### src/rtl/nco_sweep_ctrl.sv
// rtl/nco_sweep_ctrl.sv - linear FTW sweep sequencer feeding the NCO tuning word
//
// Purpose: steps a registered frequency tuning word from a start value to a stop
// value in fixed hops, holding each value for a programmable number of cycles.
// It runs either one-shot or repeating.
//
// Ports:
//   clk_top, rst_top   clock and synchronous active-high reset
//   cfg_start_ftw      first tuning word of the sweep
//   cfg_stop_ftw       last tuning word; the sweep runs upward when stop >= start
//   cfg_step           hop magnitude; zero is rejected at start
//   cfg_dwell          cycles each value is held; zero is treated as one
//   cfg_repeat         restart from the start value after reaching stop
//   start, abort       sweep request (honoured in IDLE) and unconditional stop
//   ftw_out, ftw_upd   tuning word, plus a pulse in the first cycle of each new value
//   busy, done, cfg_err  sweep active, one-shot completion pulse, rejected-start pulse
module nco_sweep_ctrl #(
    parameter int FTW_W   = 32,
    parameter int DWELL_W = 16
) (
    input  logic               clk_top,
    input  logic               rst_top,
    input  logic [FTW_W-1:0]   cfg_start_ftw,
    input  logic [FTW_W-1:0]   cfg_stop_ftw,
    input  logic [FTW_W-1:0]   cfg_step,
    input  logic [DWELL_W-1:0] cfg_dwell,
    input  logic               cfg_repeat,
    input  logic               start,
    input  logic               abort,
    output logic [FTW_W-1:0]   ftw_out,
    output logic               ftw_upd,
    output logic               busy,
    output logic               done,
    output logic               cfg_err
);

    typedef enum logic {S_IDLE, S_DWELL} state_t;

    localparam logic [DWELL_W-1:0] DW_ONE = DWELL_W'(1);

    state_t             state_q, state_d;
    logic [FTW_W-1:0]   ftw_q, ftw_d;
    logic               upd_q, upd_d;
    logic               done_q, done_d;
    logic               err_q, err_d;
    logic [DWELL_W-1:0] cnt_q, cnt_d;

    // Shadow copies of the configuration, frozen for the whole sweep.
    logic [FTW_W-1:0]   sh_start_q, sh_start_d;
    logic [FTW_W-1:0]   sh_stop_q, sh_stop_d;
    logic [FTW_W-1:0]   sh_step_q, sh_step_d;
    logic [DWELL_W-1:0] sh_dwell_q, sh_dwell_d;
    logic               sh_rpt_q, sh_rpt_d;
    logic               sh_up_q, sh_up_d;

    logic [FTW_W:0]     sum_w, diff_w;
    logic [FTW_W-1:0]   hop_w;
    logic [DWELL_W-1:0] dwell_eff_w;

    // The extra top bit catches overflow (up) or borrow (down), so a hop that
    // would leave the FTW range clamps to stop instead of wrapping.
    always_comb begin
        sum_w  = {1'b0, ftw_q} + {1'b0, sh_step_q};
        diff_w = {1'b0, ftw_q} - {1'b0, sh_step_q};
        if (sh_up_q) begin
            hop_w = (sum_w[FTW_W] || (sum_w[FTW_W-1:0] > sh_stop_q)) ? sh_stop_q : sum_w[FTW_W-1:0];
        end else begin
            hop_w = (diff_w[FTW_W] || (diff_w[FTW_W-1:0] < sh_stop_q)) ? sh_stop_q : diff_w[FTW_W-1:0];
        end
        dwell_eff_w = (cfg_dwell == '0) ? DW_ONE : cfg_dwell;
    end

    always_comb begin
        state_d    = state_q;
        ftw_d      = ftw_q;
        upd_d      = 1'b0;
        done_d     = 1'b0;
        err_d      = 1'b0;
        cnt_d      = cnt_q;
        sh_start_d = sh_start_q;
        sh_stop_d  = sh_stop_q;
        sh_step_d  = sh_step_q;
        sh_dwell_d = sh_dwell_q;
        sh_rpt_d   = sh_rpt_q;
        sh_up_d    = sh_up_q;

        if (abort) begin
            state_d = S_IDLE;
        end else begin
            case (state_q)
                S_IDLE: begin
                    if (start) begin
                        if (cfg_step == '0) begin
                            err_d = 1'b1;
                        end else begin
                            sh_start_d = cfg_start_ftw;
                            sh_stop_d  = cfg_stop_ftw;
                            sh_step_d  = cfg_step;
                            sh_dwell_d = dwell_eff_w;
                            sh_rpt_d   = cfg_repeat;
                            sh_up_d    = (cfg_stop_ftw >= cfg_start_ftw);
                            ftw_d      = cfg_start_ftw;
                            upd_d      = 1'b1;
                            cnt_d      = dwell_eff_w - DW_ONE;
                            state_d    = S_DWELL;
                        end
                    end
                end
                S_DWELL: begin
                    // cnt counts the remaining hold cycles after the current one.
                    if (cnt_q != '0) begin
                        cnt_d = cnt_q - DW_ONE;
                    end else if (ftw_q != sh_stop_q) begin
                        ftw_d = hop_w;
                        upd_d = 1'b1;
                        cnt_d = sh_dwell_q - DW_ONE;
                    end else if (sh_rpt_q) begin
                        ftw_d = sh_start_q;
                        upd_d = 1'b1;
                        cnt_d = sh_dwell_q - DW_ONE;
                    end else begin
                        state_d = S_IDLE;
                        done_d  = 1'b1;
                    end
                end
                default: state_d = S_IDLE;
            endcase
        end
    end

    always_ff @(posedge clk_top) begin
        if (rst_top) begin
            state_q    <= S_IDLE;
            ftw_q      <= '0;
            upd_q      <= 1'b0;
            done_q     <= 1'b0;
            err_q      <= 1'b0;
            cnt_q      <= '0;
            sh_start_q <= '0;
            sh_stop_q  <= '0;
            sh_step_q  <= '0;
            sh_dwell_q <= '0;
            sh_rpt_q   <= 1'b0;
            sh_up_q    <= 1'b0;
        end else begin
            state_q    <= state_d;
            ftw_q      <= ftw_d;
            upd_q      <= upd_d;
            done_q     <= done_d;
            err_q      <= err_d;
            cnt_q      <= cnt_d;
            sh_start_q <= sh_start_d;
            sh_stop_q  <= sh_stop_d;
            sh_step_q  <= sh_step_d;
            sh_dwell_q <= sh_dwell_d;
            sh_rpt_q   <= sh_rpt_d;
            sh_up_q    <= sh_up_d;
        end
    end

    assign ftw_out = ftw_q;
    assign ftw_upd = upd_q;
    assign busy    = (state_q == S_DWELL);
    assign done    = done_q;
    assign cfg_err = err_q;

endmodule

### config.mk
export PLATFORM = sky130hd
export DESIGN_NAME = nco_sweep_ctrl
export DESIGN_NICKNAME = d
export VERILOG_FILES = /design/src/rtl/nco_sweep_ctrl.sv
export SDC_FILE = /design/constraint.sdc
export NUM_CORES = 1
export LEC_CHECK = 0
export ABC_AREA = 0
export CELL_PAD_IN_SITES_DETAIL_PLACEMENT = 2
export CELL_PAD_IN_SITES_GLOBAL_PLACEMENT = 2
export CORE_MARGIN = 2
export CORE_UTILIZATION = 30
export DETAILED_ROUTE_END_ITERATION = 12
export HOLD_SLACK_MARGIN = 0.05
export PLACE_DENSITY_LB_ADDON = 0.1
export SLEW_MARGIN = 20
export SYNTH_ARGS = -nofsm -noshare
export SYNTH_HDL_FRONTEND = slang
export SYNTH_SLANG_ARGS = --single-unit
### constraint.sdc
create_clock -name clk_top -period 8.6 [get_ports clk_top]
set_clock_uncertainty 0.2 [all_clocks]
set_input_delay 2.15 -clock clk_top [delete_from_list [all_inputs] [get_ports clk_top]]
set_output_delay 2.15 -clock clk_top [all_outputs]
set_load 0.01 [all_outputs]
==> results.tsv <==
stage	metric	value	unit
yosys	synth.cell_area	14710	um2
critical_path	cp_slowest_cell	nor2_4	
placed_design	dp_cells	2630	
layout	drive_above_1_share	6.275	%
critical_path	worstRegToRegCells	20	
clock_network	cts-resized-gates	0	
critical_path	crit_arrival	6.95	ns
sta	timing.final.hold_violations	0	
global_routing	antenna_found_initial	1	
layout	seqCellArea	3323	um2
die	dieArea	50810	um2
sta	relSlewSlack	34.00	%
yosys	postSynthAreaPerCell	7.527	um2
yosys	synth_seq_area_share	22.59	%
yosys	yosys.area.top_type	dfxtp_1	
drt	wire_per_inst	24.04	um
sta	hold_ws	0.2612	ns
clock_network	clkLatencyLatePin	0.49	ns
global_routing	grt_pass1_wl	96810	um
layout	stdcell_count	2664	
yosys	netlist_top_cells_count	nand2_1, a21oi_1, dfxtp_1	
drt	wirelength	64040	um
clock_network	cts_tree	done	
yosys	synth_top_area_share	22.59	%
yosys	syn_inst	1954	
sta	min_period	6.766	ns
sta	fmax	0.1478	GHz
drt	dr.first_iter.drc_count	891	
sta	setup_viol	0	
sta	maxSlewViolCount	0	
drt	dr.pass1.iters	5	
placed_design	hpwlAfterDp	50600	um
clock_network	cts_hold_buf	0	
sta	setup_tns	0	ns
yosys	post-synth-top-count-cell	nand2_1	
clock_network	clockRootBuffer	clkbuf_16	
die	ios	153	
run	max_cap_violations	0	
layout	multi_input_area	10360	um2
critical_path	worst_r2r_startpoint	sh_step_q[3]	
outcome	outcome	finished clean	
sta	finalCritPeriodShare	78.67	%
clock_network	htree_levels	4	
critical_path	cp-end-kind	flop	
global_routing	overflow	0	
sta	worst_pin_slew	0.9901	ns
yosys	synth_edf_count	0	
layout	fillers	5688	
layout	final_nets	2306	
layout	synthToLayoutAreaGrowth	16.99	%
drt	ant_nets	0	
critical_path	r2r_slack	1.83	ns
drt	vias	14910	
placed_design	io_buffers	152	
drt	via_per_inst	5.595	
critical_path	r2r_end	ftw_out[17]	
yosys	ys.flop_type	dfxtp_1	
clock_network	cts.path.max_buffers	2	
clock_network	numCtsBuffers	17	
critical_path	critical_path.max_stage_delay	0.87	ns
global_routing	grt_pass1_vias	15640	
die	coreArea	48650	um2
clock_network	path_clk_slew	0.07	ns
yosys	synthArstFlopShare	0	%
die	row_count	81	
critical_path	cp.required	8.78	ns
global_routing	track_usage	25.41	%
hold_path	hp-class	reg2reg	
sta	grt_setup_unrepaired	false	
critical_path	path_class	reg2reg	
yosys	yosysWarningCount	0	
pwr	p_leak	6.674	nW
yosys	synth_cell_types	98	
placed_design	gp_congestion	0.8841	
pwr	peakVddDrop	109.2	uV
die	die_x	225.4	um
pwr	power.density	176.3	nW/um2
critical_path	crit_start	sh_step_q[3]	
clock_network	postCtsSetupBuffers	0	
critical_path	start_kind	flop	
die	die_height	225.4	um
critical_path	path_cells	inv_1, ha_1, a21o_1, a21oi_1, a21oi_1, o31ai_1, a2111oi_0, o31a_1, o21ai_0, o31a_1, ha_1, nand4_1, nor3_1, inv_1, o221ai_1, a31oi_1, nor2_4, o311a_1, o22ai_1, o311ai_0	
yosys	ys_seq_elements	166	
yosys	syn_nets	2233	
global_routing	grt_max_degree	91	
clock_network	cts_sinks	166	
die	initial_core_util	30.23	%
yosys	synthTopCellsByArea	dfxtp_1, ha_1, nand2_1	
critical_path	endpoint	ftw_out[17]	
drt	post-route-drc-count	0	
critical_path	cp_max_fo	22	
==> flip-flops by register name (all words and copies together) (netlist names), 16 cells and up <==
signal / cells
cnt_q: 16
sh_step_q: 32
sh_stop_q: 32
ftw_out: 32
sh_dwell_q: 16
sh_start_q: 32
==> layout by cell type, fill, tap and decap left out, types with 11 or more instances in the layout <==
master	netlist	final
nand2_1	315	314
a21oi_1	235	235
dfxtp_1	166	166
ha_1	160	160
clkdlybuf4s50_1	0	151
inv_1	131	131
nor2_1	118	117
xnor2_1	78	78
o21ai_0	70	70
mux2i_1	40	40
a21o_1	37	37
nand4_1	28	28
a211oi_1	27	27
nor4_1	25	25
nor3_1	26	25
nand3_1	22	22
mux2_2	20	20
a21boi_0	20	20
nor2b_1	17	17
clkbuf_16	0	17
o31ai_1	15	15
o21a_1	15	15
buf_4	8	15
a221oi_1	14	14
o21bai_1	14	14
o22a_1	13	13
a31oi_1	12	12
nand2b_1	12	12
o221ai_1	13	12
xor2_1	11	11
==> report_power, final <==
| part | internal (W) | total (W) | switching [W] |
|---|---|---|---|
| Combinational | 0.000532 | 0.00136 | 0.000825 |
| Clock | 0.000406 | 0.000802 | 0.000396 |
| Sequential | 0.000809 | 0.000874 | 0.0000653 |
==> worst min-delay path by stage <==
stage	start	end	slack [ns]	cells after the start
after CTS	sh_start_q[5]	sh_start_q[5]	0.26	2
after floorplan	sh_start_q[25]	sh_start_q[25]	0.23	2
after global routing	sh_start_q[18]	sh_start_q[18]	0.28	2
final	sh_start_q[1]	sh_start_q[1]	0.26	2
after detailed placement	sh_start_q[5]	sh_start_q[5]	0.25	2
after global placement	sh_start_q[24]	sh_start_q[24]	0.24	2
==> cells by family after synthesis <==
kind of cell    count (synthesis)  synth area share [%]
flops                         166                 22.59
buf+inv                       253                 7.163
compound gates                603                 27.45
simple gates                  620                 19.25
mux                            61                 4.356
xor+xnor                       89                 5.300
fa+ha+maj                     162                 13.88
==> worst max-delay path: cells and delay by family (launching register included) <==
family / cells / cell delay (ns)
AO/OA/AOI/OAI: 13 / 3.87
AND/OR/NAND/NOR: 3 / 1.44
adder cells (fa/ha/maj): 2 / 0.58
flip-flops: 1 / 0.38
buffers and inverters: 2 / 0.16
==> per-layer routing <==
layer / up-vias / routed length (um) / global-route usage, %
li1: 7127 / - / -
met1: 7441 / 31990 / 36.03
met2: 275 / 27980 / 39.39
met3: 63 / 2391 / 3.651
met4: 0 / 1684 / 8.161
met5: - / 0 / 0
==> through the flow <==
stage	area, um2	utilization (%)	power [W]	setup WS, ns
final	17210	35.37	0.003034	1.834
after detailed placement	16630	34.18	0.002236	1.922
after global placement	16630	34.18	0.002194	2.019
after global routing	17200	35.36	0.003220	1.447
after floorplan	14710	-	0.001779	3.720
after CTS	17200	35.36	0.003059	1.820
==> final cells by class <==
class	count	area share, %
Clock inverter	14	0.8435
Antenna cell	2	0.02909
Multi-Input combinational cell	1535	60.23
Tap cell	622	4.523
Clock buffer	18	2.494
Inverter	140	3.061
Sequential cell	166	19.31
Timing Repair Buffer	167	9.504
Note: power is estimated with default switching activity, not from simulation.
